[config.mk]
export PLATFORM = sky130hd
export DESIGN_NAME = dmem_arbiter
export DESIGN_NICKNAME = d
export VERILOG_FILES = /design/src/rtl/dmem_arb_pkg.sv /design/src/rtl/dmem_arb_pick.sv /design/src/rtl/dmem_arbiter.sv
export SDC_FILE = /design/constraint.sdc
export NUM_CORES = 1
export LEC_CHECK = 0
export BUFFER_PORTS_ARGS = -buffer_cell sky130_fd_sc_hd__buf_2
export CORE_AREA = 10 10 107 109
export DETAILED_ROUTE_END_ITERATION = 16
export DIE_AREA = 0 0 117 119
export GPL_ROUTABILITY_DRIVEN = 0
export HOLD_SLACK_MARGIN = 0.03
export PLACE_DENSITY = 0.76
export SYNTH_ARGS = -nofsm -noshare
export SYNTH_HDL_FRONTEND = slang
export SYNTH_HIERARCHICAL = 1
export SYNTH_SLANG_ARGS = --single-unit
[constraint.sdc]
create_clock -name clk -period 2.8 [get_ports clk]
set_clock_uncertainty 0.05 [all_clocks]
set_input_delay 0.42 -clock clk [delete_from_list [all_inputs] [get_ports clk]]
set_output_delay 0.42 -clock clk [all_outputs]
set_load 0.005 [all_outputs]
[src/rtl/dmem_arb_pkg.sv]
// Shared types and constants for the data-memory arbiter.
// The arbitration policy is selected by the DMEM_ARB_RR_EN macro (see dmem_arb_pick).
package dmem_arb_pkg;

    typedef enum logic {
        PORT_CPU = 1'b0,
        PORT_AUX = 1'b1
    } port_e;

    localparam int MEM_ADDR_W       = 32;
    localparam int MEM_DATA_W       = 32;
    localparam int MAX_WAIT_DEFAULT = 4;

    typedef struct packed {
        logic                  we;
        logic [MEM_ADDR_W-1:0] addr;
        logic [MEM_DATA_W-1:0] wdata;
    } mem_req_t;

    // Width of a counter that must hold 0..max_wait inclusive.
    function automatic int cnt_width(input int max_wait);
        return (max_wait < 1) ? 1 : $clog2(max_wait + 1);
    endfunction

endpackage

[src/rtl/dmem_arb_pick.sv]
// Combinational winner selection for the data-memory arbiter.
// DMEM_ARB_RR_EN defined: round-robin on rr_last; undefined: port 0 priority with starvation override.
module dmem_arb_pick
    import dmem_arb_pkg::*;
`ifndef DMEM_ARB_RR_EN
#(
    parameter int MAX_WAIT = MAX_WAIT_DEFAULT,
    parameter int CNT_W    = cnt_width(MAX_WAIT_DEFAULT)
)
`endif
(
    input  logic             req0,
    input  logic             req1,
`ifdef DMEM_ARB_RR_EN
    input  port_e            rr_last,
`else
    input  logic [CNT_W-1:0] wait_cnt,
`endif
    output logic             gnt0,
    output logic             gnt1
);

    always_comb begin
        gnt0 = 1'b0;
        gnt1 = 1'b0;
        if (req0 && req1) begin
`ifdef DMEM_ARB_RR_EN
            if (rr_last == PORT_CPU) gnt1 = 1'b1;
            else                     gnt0 = 1'b1;
`else
            // Port 1 has been refused long enough; it takes this contention.
            if (wait_cnt == CNT_W'(MAX_WAIT)) gnt1 = 1'b1;
            else                              gnt0 = 1'b1;
`endif
        end else begin
            gnt0 = req0;
            gnt1 = req1;
        end
    end

endmodule

[src/rtl/dmem_arbiter.sv]
// Two-port arbiter in front of a single-port synchronous data memory (1-cycle read latency).
// Policy macro: DMEM_ARB_RR_EN (defined = round-robin, undefined = fixed priority + MAX_WAIT override).
module dmem_arbiter
    import dmem_arb_pkg::*;
#(
    parameter int ADDR_W   = MEM_ADDR_W,
    parameter int DATA_W   = MEM_DATA_W,
    parameter int MAX_WAIT = MAX_WAIT_DEFAULT
) (
    input  logic              clk,
    input  logic              reset,
    input  logic              p0_req,
    input  logic              p0_we,
    input  logic [ADDR_W-1:0] p0_addr,
    input  logic [DATA_W-1:0] p0_wdata,
    output logic              p0_gnt,
    output logic              p0_rvalid,
    output logic [DATA_W-1:0] p0_rdata,
    input  logic              p1_req,
    input  logic              p1_we,
    input  logic [ADDR_W-1:0] p1_addr,
    input  logic [DATA_W-1:0] p1_wdata,
    output logic              p1_gnt,
    output logic              p1_rvalid,
    output logic [DATA_W-1:0] p1_rdata,
    output logic [ADDR_W-1:0] mem_addr,
    output logic [DATA_W-1:0] mem_wdata,
    output logic              mem_write,
    output logic              mem_read,
    input  logic [DATA_W-1:0] mem_rdata
);

    logic     gnt0, gnt1;
    logic     rd_gnt;
    mem_req_t req0_s, req1_s, win_s;

    logic              pending_q, pending_d;
    port_e             pend_port_q, pend_port_d;
    logic              p0_rvalid_q, p0_rvalid_d;
    logic              p1_rvalid_q, p1_rvalid_d;
    logic [DATA_W-1:0] p0_rdata_q, p0_rdata_d;
    logic [DATA_W-1:0] p1_rdata_q, p1_rdata_d;

`ifdef DMEM_ARB_RR_EN
    port_e rr_last_q, rr_last_d;

    dmem_arb_pick u_pick (
        .req0    (p0_req),
        .req1    (p1_req),
        .rr_last (rr_last_q),
        .gnt0    (gnt0),
        .gnt1    (gnt1)
    );
`else
    localparam int CNT_W = cnt_width(MAX_WAIT);
    logic [CNT_W-1:0] wait_cnt_q, wait_cnt_d;

    dmem_arb_pick #(
        .MAX_WAIT (MAX_WAIT),
        .CNT_W    (CNT_W)
    ) u_pick (
        .req0     (p0_req),
        .req1     (p1_req),
        .wait_cnt (wait_cnt_q),
        .gnt0     (gnt0),
        .gnt1     (gnt1)
    );
`endif

    always_comb begin
        req0_s = '{we: p0_we, addr: MEM_ADDR_W'(p0_addr), wdata: MEM_DATA_W'(p0_wdata)};
        req1_s = '{we: p1_we, addr: MEM_ADDR_W'(p1_addr), wdata: MEM_DATA_W'(p1_wdata)};
        win_s  = '0;
        if (gnt0)      win_s = req0_s;
        else if (gnt1) win_s = req1_s;
    end

    assign rd_gnt    = (gnt0 | gnt1) & ~win_s.we;
    assign p0_gnt    = gnt0;
    assign p1_gnt    = gnt1;
    assign mem_addr  = ADDR_W'(win_s.addr);
    assign mem_wdata = DATA_W'(win_s.wdata);
    assign mem_write = win_s.we;
    // Read enable stays up in the cycle after a read grant so the memory keeps driving its data.
    assign mem_read  = rd_gnt | pending_q;

    assign p0_rvalid = p0_rvalid_q;
    assign p1_rvalid = p1_rvalid_q;
    assign p0_rdata  = p0_rdata_q;
    assign p1_rdata  = p1_rdata_q;

    always_comb begin
        pending_d   = rd_gnt;
        pend_port_d = gnt1 ? PORT_AUX : PORT_CPU;
        p0_rvalid_d = pending_q & (pend_port_q == PORT_CPU);
        p1_rvalid_d = pending_q & (pend_port_q == PORT_AUX);
        p0_rdata_d  = p0_rvalid_d ? mem_rdata : '0;
        p1_rdata_d  = p1_rvalid_d ? mem_rdata : '0;
`ifdef DMEM_ARB_RR_EN
        rr_last_d = rr_last_q;
        if (gnt0)      rr_last_d = PORT_CPU;
        else if (gnt1) rr_last_d = PORT_AUX;
`else
        wait_cnt_d = wait_cnt_q;
        if (!p1_req || gnt1)                    wait_cnt_d = '0;
        else if (wait_cnt_q != CNT_W'(MAX_WAIT)) wait_cnt_d = wait_cnt_q + 1'b1;
`endif
    end

    always_ff @(posedge clk or posedge reset) begin
        if (reset) begin
            pending_q   <= 1'b0;
            pend_port_q <= PORT_CPU;
            p0_rvalid_q <= 1'b0;
            p1_rvalid_q <= 1'b0;
            p0_rdata_q  <= '0;
            p1_rdata_q  <= '0;
`ifdef DMEM_ARB_RR_EN
            rr_last_q   <= PORT_AUX;
`else
            wait_cnt_q  <= '0;
`endif
        end else begin
            pending_q   <= pending_d;
            pend_port_q <= pend_port_d;
            p0_rvalid_q <= p0_rvalid_d;
            p1_rvalid_q <= p1_rvalid_d;
            p0_rdata_q  <= p0_rdata_d;
            p1_rdata_q  <= p1_rdata_d;
`ifdef DMEM_ARB_RR_EN
            rr_last_q   <= rr_last_d;
`else
            wait_cnt_q  <= wait_cnt_d;
`endif
        end
    end

endmodule

After elaboration in Yosys (flattened, before gate mapping)
Cells that the tools add are included.
Widths: inputs -> output; s select.
Word-level totals
  word-level logic and storage cells: 32
  input bits: 166
  register bits after elaboration: 71
  output and inout port bits: 134
Operators by class
  bitwise gates (word level): 7
  add/subtract/negate cells: 1
  reduce and logical (&&, ||, !) cells: 4
  eq/ne operators: 2
  mux-type cells: 11
Operators by type and width (count)
  $mux 65: 2
  $mux 32: 2
  $mux 3: 2
  $mux 1: 5
  $add 3x1->3 const B: 1
  $and 1x1->1: 3
  $eq 3x3->1 const B: 1
  $ne 3x3->1 const B: 1
  $not 1->1: 2
  $or 1x1->1: 2
  $reduce_bool 2->1: 1
  $logic_and 1x1->1: 1
  $logic_not 1->1: 1
  $logic_or 1x1->1: 1

Depth between registers and ports, before layout
Gate-level depths: netlist of the first run.
  word-level depth: 8
  mapped depth: 7
  gate-level depth less buffers: 4

Hierarchy
Netlist of the first run, hierarchy kept.
Modules (own cells, without submodules)
  dmem_arbiter: seq. area each 1776.7 µm², cells each 249, instances 1, area each 3181.8 µm²
  dmem_arb_pick: seq. area each 0.0 µm², cells each 4, instances 1, area each 25.0 µm²

Least setup slack after synthesis of the first run
OpenSTA, ideal clock, no wires.
  path kind: register -> output
  start: reg wait_cnt_q[1]
  end: out mem_addr[0]
  data arrival time: 1.722 ns
  path buffers: 2
  slack: 0.608 ns
  cell stages (with the launch flop): 7
  data required time: 2.330 ns
  cell sequence: dfrtp_1 -> or3b_1 -> a21oi_1 -> nor2b_4 -> buf_12 -> buf_12 -> a22o_1
Between the ends
  longest elaborated chain between the ends: 5
Ends and longest elaborated chain
  from (decl): line dmem_arbiter.sv:56  | logic [CNT_W-1:0] wait_cnt_q, wait_cnt_d;
  from (signal assigned): line dmem_arbiter.sv:133  | wait_cnt_q <= wait_cnt_d;
  $eq 3x3->1: line dmem_arb_pick.sv:32  | if (wait_cnt == CNT_W'(MAX_WAIT)) gnt1 = 1'b1;
  $mux 1: line dmem_arb_pick.sv:32
  $mux 1: line dmem_arb_pick.sv:26  | if (req0 && req1) begin
  net p1_gnt: line dmem_arbiter.sv:23  | output logic p1_gnt,
  $mux 65: line dmem_arbiter.sv:75  | else if (gnt1) win_s = req1_s;
  $mux 65: line dmem_arbiter.sv:74  | if (gnt0) win_s = req0_s;
  to (decl): line dmem_arbiter.sv:26  | output logic [ADDR_W-1:0] mem_addr,
The timed path passes the listed nets, and every way through them passes these cells.

Final worst setup path of the first run
  start: reg wait_cnt_q[1]
  end: out mem_addr[19]
Between the ends
  longest elaborated chain between the ends: 5
Ends and longest elaborated chain (line)
  $eq 3x3->1 *: dmem_arb_pick.sv:32
  $mux 1: dmem_arb_pick.sv:32
  $mux 1: dmem_arb_pick.sv:26
  $mux 65: dmem_arbiter.sv:75
  $mux 65 *: dmem_arbiter.sv:74
Mark *: on every way between the ends. The rest lies on a longest branch, timed or not.

==> impl_metrics.json, run 1 <==
{
  "fp-row-count": 36,
  "wl_per_cell_um": 20.4,
  "cp-startpoint": "wait_cnt_q[1]",
  "leakagePower_uw": 0.00303,
  "fillerInstances": 861,
  "async_flop_share": 1.00,
  "syn-num-nets": 421,
  "vias_per_cell": 4.89,
  "dr_wl_met3_mm": 1.69,
  "htreeDepth": 3,
  "postLayoutCoreUtil": 0.517,
  "yosysSeqAreaShare": 0.554,
  "setup_viol": 0,
  "min_period_ns": 2.68,
  "final_nets": 715,
  "fp.dieH_um": 119,
  "start_util": 0.339,
  "cts_tree": "done",
  "clock_path_buffers": 2,
  "swShare": 0.260,
  "numClockSinks": 71,
  "switchingPower_uw": 612,
  "syn_area_per_cell_um2": 12.7,
  "seq_power_share": 0.458,
  "postCtsSetupRepairBufs": 0,
  "firstDrtPassIters": 5,
  "synth_warnings": 6,
  "core_um2": 9460,
  "hold_viol_final": 0,
  "max_freq_mhz": 374,
  "boundaryPins": 300,
  "first_iter_violations": 194,
  "synth-edff-count": 0,
  "period_share": 0.956,
  "dieArea_um2": 13900,
  "die_x_um": 117,
  "drive_gt1_frac": 0.598,
  "drv_slew": 0,
  "required_ns": 2.33,
  "fin_ws_ns": 0.124,
  "cts_buffers": 9,
  "hold_buffers": 0,
  "totalWireLength_mm": 13.7,
  "clockRootBuffer": "clkbuf_8",
  "worst_pin_slew_ns": 0.637,
  "track_usage": 0.180,
  "num_vias": 3274,
  "internal_power_uw": 1740,
  "overflow": 0,
  "clkPwrFrac": 0.352,
  "r2r_start": "wait_cnt_q[1]",
  "synth.distinct_cells": 27,
  "synthesis.area_um2": 3210,
  "dp_hpwl_mm": 11.2,
  "synth_ff_type": "dfrtp_1",
  "grt_pass1_vias": 3511,
  "drt-met1-wl_mm": 4.72,
  "hold_class": "in2async",
  "antenna_found_initial": 3,
  "portBuffers": 299,
  "vdd_drop_max_mv": 0.166,
  "grt_max_degree": 72,
  "insertion_delay_ns": 0.33,
  "ys_ff_latch": 71,
  "power_frac_comb": 0.190,
  "powerDensity_nw_per_um2": 481,
  "max_slew_margin": 0.574,
  "cts.clk_slew.worst_paths_ns": 0.08,
  "endpoint_kind": "primary output",
  "dr_wl_met2_mm": 6.96,
  "critical_path.max_fanout": 31,
  "drc_errors": 0,
  "cp-start-kind": "flip-flop",
  "status": "finished clean",
  "critical_path_arrival_ns": 2.21,
  "highest_layer": "met4",
  "ant_nets": 0,
  "grt_pass1_wl_mm": 19.4,
  "max_cap_violations": 0,
  "worstSetupPathType": "reg2out",
  "pre_cts_slack_ns": 0.314,
  "area_growth_pct": 52.4,
  "syn_inst": 253
}
[worst max-delay path: stages (launching register included)]
cell and delay (ns):
dfrtp_1 0.41, or3b_1 0.47, o21a_4 0.30, nor2b_4 0.17
buf_8 0.22, a22o_1 0.17, buf_2 0.11
[synthesized netlist by cell type (3+ instances only)]
| cell | n | area [µm²] |
|---|---|---|
| inv_1 | 5 | 18.8 |
| dfrtp_1 | 71 | 1780 |
| buf_12 | 7 | 140 |
| and3_1 | 32 | 200 |
| buf_6 | 5 | 56.3 |
| clkbuf_1 | 6 | 22.5 |
| a21oi_1 | 3 | 15.0 |
| buf_2 | 3 | 15.0 |
| dlymetal6s2s_1 | 3 | 37.5 |
| and2_1 | 33 | 206 |
| a22o_1 | 64 | 561 |
[layer usage]
metal / vias to the layer above / track usage
met5: - / 0
met4: 0 / 0.0927
met3: 23 / 0.0778
met2: 192 / 0.311
met1: 1548 / 0.178
li1: 1511 / -
[cell type report]
| class | instances | area, µm² | share of cell area |
|---|---|---|---|
| Timing Repair Buffer | 306 | 1580 | 0.323 |
| Multi-Input combinational cell | 153 | 1150 | 0.236 |
| Sequential cell | 71 | 1780 | 0.364 |
| Clock inverter | 6 | 68.8 | 0.0141 |
| Antenna cell | 3 | 7.51 | 0.00154 |
| Tap cell | 114 | 143 | 0.0292 |
| Clock buffer | 10 | 138 | 0.0282 |
| Inverter | 6 | 22.5 | 0.00461 |
[cells in the final DEF, fill, tap and decap left out]
cell type / n
clkinv_4: 2
clkbuf_8: 10
buf_2: 299
dfrtp_2: 1
a21oi_1: 3
and3_1: 32
nor2_1: 1
nand3_1: 2
clkinvlp_4: 1
o22ai_1: 1
ha_1: 2
diode_2: 3
nand2_1: 2
buf_12: 1
a21bo_2: 1
dfrtp_1: 70
o21ai_1: 1
inv_2: 2
inv_6: 1
buf_4: 4
o21a_2: 1
and3b_1: 1
nor2b_4: 2
bufinv_16: 1
buf_8: 2
nand2b_1: 2
and2_1: 33
or3b_1: 1
o21a_4: 1
o221ai_1: 1
clkinv_2: 1
nor3_1: 1
a21o_1: 1
a22o_1: 64
inv_1: 4
[registers in the layout (all words and copies together), names as in the netlist]
| register | cells |
|---|---|
| p1_rvalid | 1 |
| pending_q | 1 |
| pend_port_q | 1 |
| p1_rdata | 32 |
| p0_rdata | 32 |
| wait_cnt_q | 3 |
| p0_rvalid | 1 |
[stage by stage]
step / std cells / area (µm²) / hold slack [ns] / power (µW) / TNS [ns]
2_1_floorplan: 253 / 3210 / 0.459 / 1300 / 0
3_3_place_gp: 649 / 4640 / 0.468 / 1540 / 0
3_5_place_dp: 649 / 4640 / 0.475 / 1550 / 0
4_1_cts: 665 / 4850 / 0.0973 / 2380 / 0
5_1_grt: 669 / 4890 / 0.116 / 2470 / -0.00541
6_report: 669 / 4890 / 0.0816 / 2350 / 0
[power groups by stage]
| stage | registers, µW | clock network, µW | logic [µW] |
|---|---|---|---|
| 2_1_floorplan | 1100 | 0 | 202 |
| 6_report | 1080 | 827 | 448 |
| 3_5_place_dp | 1100 | 0 | 447 |
| 5_1_grt | 1080 | 890 | 495 |
| 3_3_place_gp | 1100 | 0 | 438 |
| 4_1_cts | 1080 | 851 | 450 |
[kinds of logic (layout without fill, tap and decap cells)]
kind of cell,Yosys count,in the layout,synth area share
flops,71,71,0.554
other cells,0,3,0
simple gates,77,77,0.153
compound gates,73,74,0.194
buf+inv,30,328,0.0917
fa+ha+maj,2,2,0.00780
[worst paths after layout]
kind / slack [ns] / endpoint / cells after the start
setup reg to reg: 1.16 / wait_cnt_q[2] / 5
hold / removal: 0.08 / p0_rdata[3] / 3
min in group clk: 0.25 / p0_rdata[3] / 2
setup / recovery: 0.12 / mem_addr[19] / 6
hold reg to reg: 0.53 / wait_cnt_q[1] / 2
max in group asynchronous: 2.28 / wait_cnt_q[2] / 3
[repair_timing]
item | in CTS | in global routing
setup endpoints to repair | 64 | 64
hold endpoints to repair | 0 | 0
cloned | 0 | 1
gates resized for setup | 1 | 5
No activity file was read; power rests on OpenSTA's default activity.
==> inputs of run 2 (changes only) <==
--- a/config.mk
+++ b/config.mk
@@ -5,13 +5,13 @@
 export SDC_FILE = /design/constraint.sdc
 export NUM_CORES = 1
 export LEC_CHECK = 0
+export ABC_AREA = 1
 export BUFFER_PORTS_ARGS = -buffer_cell sky130_fd_sc_hd__buf_2
-export CORE_AREA = 10 10 107 109
+export CORE_AREA = 5 5 112 114
 export DETAILED_ROUTE_END_ITERATION = 16
 export DIE_AREA = 0 0 117 119
 export GPL_ROUTABILITY_DRIVEN = 0
 export HOLD_SLACK_MARGIN = 0.03
-export PLACE_DENSITY = 0.76
 export SYNTH_ARGS = -nofsm -noshare
 export SYNTH_HDL_FRONTEND = slang
 export SYNTH_HIERARCHICAL = 1
==> impl_metrics.json, run 2 <==
{
  "powerDensity_nw_per_um2": 534,
  "first_iter_violations": 263,
  "critical_path.max_fanout": 32,
  "antenna_found_initial": 1,
  "max_slew_margin": 0.530,
  "synth.distinct_cells": 14,
  "synthAdderAreaFrac": 0.00765,
  "crit_buf_inv": 1,
  "status": "finished clean",
  "core_um2": 11300,
  "synth_warnings": 6,
  "hold_buffers": 0,
  "power.total_uw": 2790,
  "placed_area_um2": 4890,
  "synth_area_leaders": "dfrtp_1, nand2_1, nand3_1",
  "dieArea_um2": 13900,
  "portBuffers": 299,
  "setup_tns_ns": 0,
  "area_growth_pct": 59.5,
  "synth_compound_area_frac": 0.00612,
  "synthesis.area_um2": 3270,
  "syn_area_per_cell_um2": 7.64,
  "grt_max_degree": 67,
  "hold_viol_final": 0,
  "track_usage": 0.183,
  "grt_pass1_vias": 3781,
  "boundaryPins": 300,
  "drive_gt1_frac": 0.454,
  "synth_commonest_cells": "nand2_1, dfrtp_1, nor2_1, nand3_1, inv_1",
  "postCtsSetupRepairBufs": 0,
  "cts.clk_slew.worst_paths_ns": 0.06,
  "synth_xor_xnor_area_share": 0,
  "syn_inst": 428,
  "synth_ff_type": "dfrtp_1",
  "muxShareOfSynthArea": 0,
  "htreeDepth": 3,
  "yosysTopAreaCell": "dfrtp_1",
  "cp_cell_sequence": "nor2_2, nand2_1, nand2_2, nand3_1, nand3_1, nand2_1, buf_2",
  "worstSetupPathType": "reg2out",
  "drc_errors": 0,
  "layout_commonest_cell": "buf_2",
  "vdd_drop_max_mv": 0.384,
  "min_period_ns": 2.55,
  "num_vias": 3823,
  "ys_ff_latch": 71,
  "crit_slowest_cell": "nand2_2",
  "drv_slew": 0,
  "max_cap_violations": 0,
  "final_nets": 884,
  "cts_tree": "done",
  "stdcell_area_um2": 5210,
  "wl_per_cell_um": 15.3,
  "synth.top_cell.area_share": 0.543,
  "synth_top_family_by_area": "simple AND/OR/NAND/NOR gates",
  "synth_simple_gate_area_frac": 0.347,
  "period_share": 0.910,
  "yosysMostFrequentCell": "nand2_1",
  "yosysSeqAreaShare": 0.543,
  "fp-row-count": 39,
  "die_x_um": 117,
  "grt_pass1_wl_mm": 19.8,
  "vias_per_cell": 4.42,
  "final_cell_mix": "buf_2, nand2_1, dfrtp_1",
  "cts_resized": 0,
  "firstDrtPassIters": 5,
  "max_freq_mhz": 392,
  "critical_path_arrival_ns": 2.08,
  "totalWireLength_mm": 13.2,
  "rsz0062_at_grt": "false",
  "insertion_delay_ns": 0.33,
  "clockRootBuffer": "clkbuf_16",
  "cts_buffers": 9,
  "fillerInstances": 1139,
  "postLayoutCoreUtil": 0.461,
  "dp_hpwl_mm": 10.7,
  "clock_path_buffers": 2,
  "worst_pin_slew_ns": 0.704,
  "async_flop_share": 1.00,
  "leakagePower_uw": 0.00343,
  "synth-edff-count": 0,
  "required_ns": 2.33,
  "cp_slowest_stage_delay_ns": 0.47,
  "overflow": 0,
  "cp-start-kind": "flip-flop",
  "start_util": 0.289,
  "syn-num-nets": 596,
  "crit_family": "simple AND/OR/NAND/NOR gates",
  "fp.dieH_um": 119,
  "endpoint_kind": "primary output",
  "ant_nets": 0,
  "hold_class": "in2async",
  "numClockSinks": 71,
  "setup_viol": 0
}
[run 2: logic make-up after synthesis]
family / count (synthesis)
adder cells (fa/ha/maj): 2
flip-flops: 71
buffers and inverters: 72
AO/OA/AOI/OAI: 4
AND/OR/NAND/NOR: 279
[run 2: where the power goes]
| part | leakage [µW] | switching (µW) | internal (µW) |
|---|---|---|---|
| sequential | 0.000956 | 16.3 | 1080 |
| combinational | 0.00233 | 265 | 219 |
| clock | 0.000148 | 430 | 780 |
[run 2: final timing paths]
path	from	endpoint	slack [ns]	cells after the start
hold reg to reg	pend_port_q	p0_rvalid	0.40	1
hold / removal	reset	p0_rdata[0]	0.16	2
max in group asynchronous	reset	p0_rdata[17]	1.89	3
min in group clk	mem_rdata[27]	p0_rdata[27]	0.27	3
setup / recovery	wait_cnt_q[1]	mem_read	0.25	7
setup reg to reg	wait_cnt_q[1]	pending_q	1.04	6
[run 2: routing by layer]
layer,GRT usage,up-vias,part of all wire
li1,-,1868,-
met1,0.233,1739,0.39
met2,0.282,202,0.47
met3,0.0730,14,0.12
met4,0.0624,0,0.018
met5,0,-,0
[run 2: area by class of cell]
| type | instances | area, µm² | area share |
|---|---|---|---|
| repair buffers | 304 | 1570 | 0.301 |
| clock buffers | 9 | 225 | 0.0432 |
| diodes | 1 | 2.50 | 0.000480 |
| clock inverters | 7 | 96.3 | 0.0185 |
| inverters | 45 | 169 | 0.0324 |
| flip-flops and latches | 71 | 1780 | 0.341 |
| multi-input cells | 285 | 1190 | 0.229 |
| well taps | 143 | 179 | 0.0343 |
[run 2: metrics by stage]
step,setup slack (ns),std cells,hold slack (ns)
after floorplan,0.533,428,0.377
after global placement,0.558,848,0.386
after detailed placement,0.541,848,0.392
after CTS,0.251,864,0.166
after global routing,0.0652,865,0.216
final,0.252,865,0.157
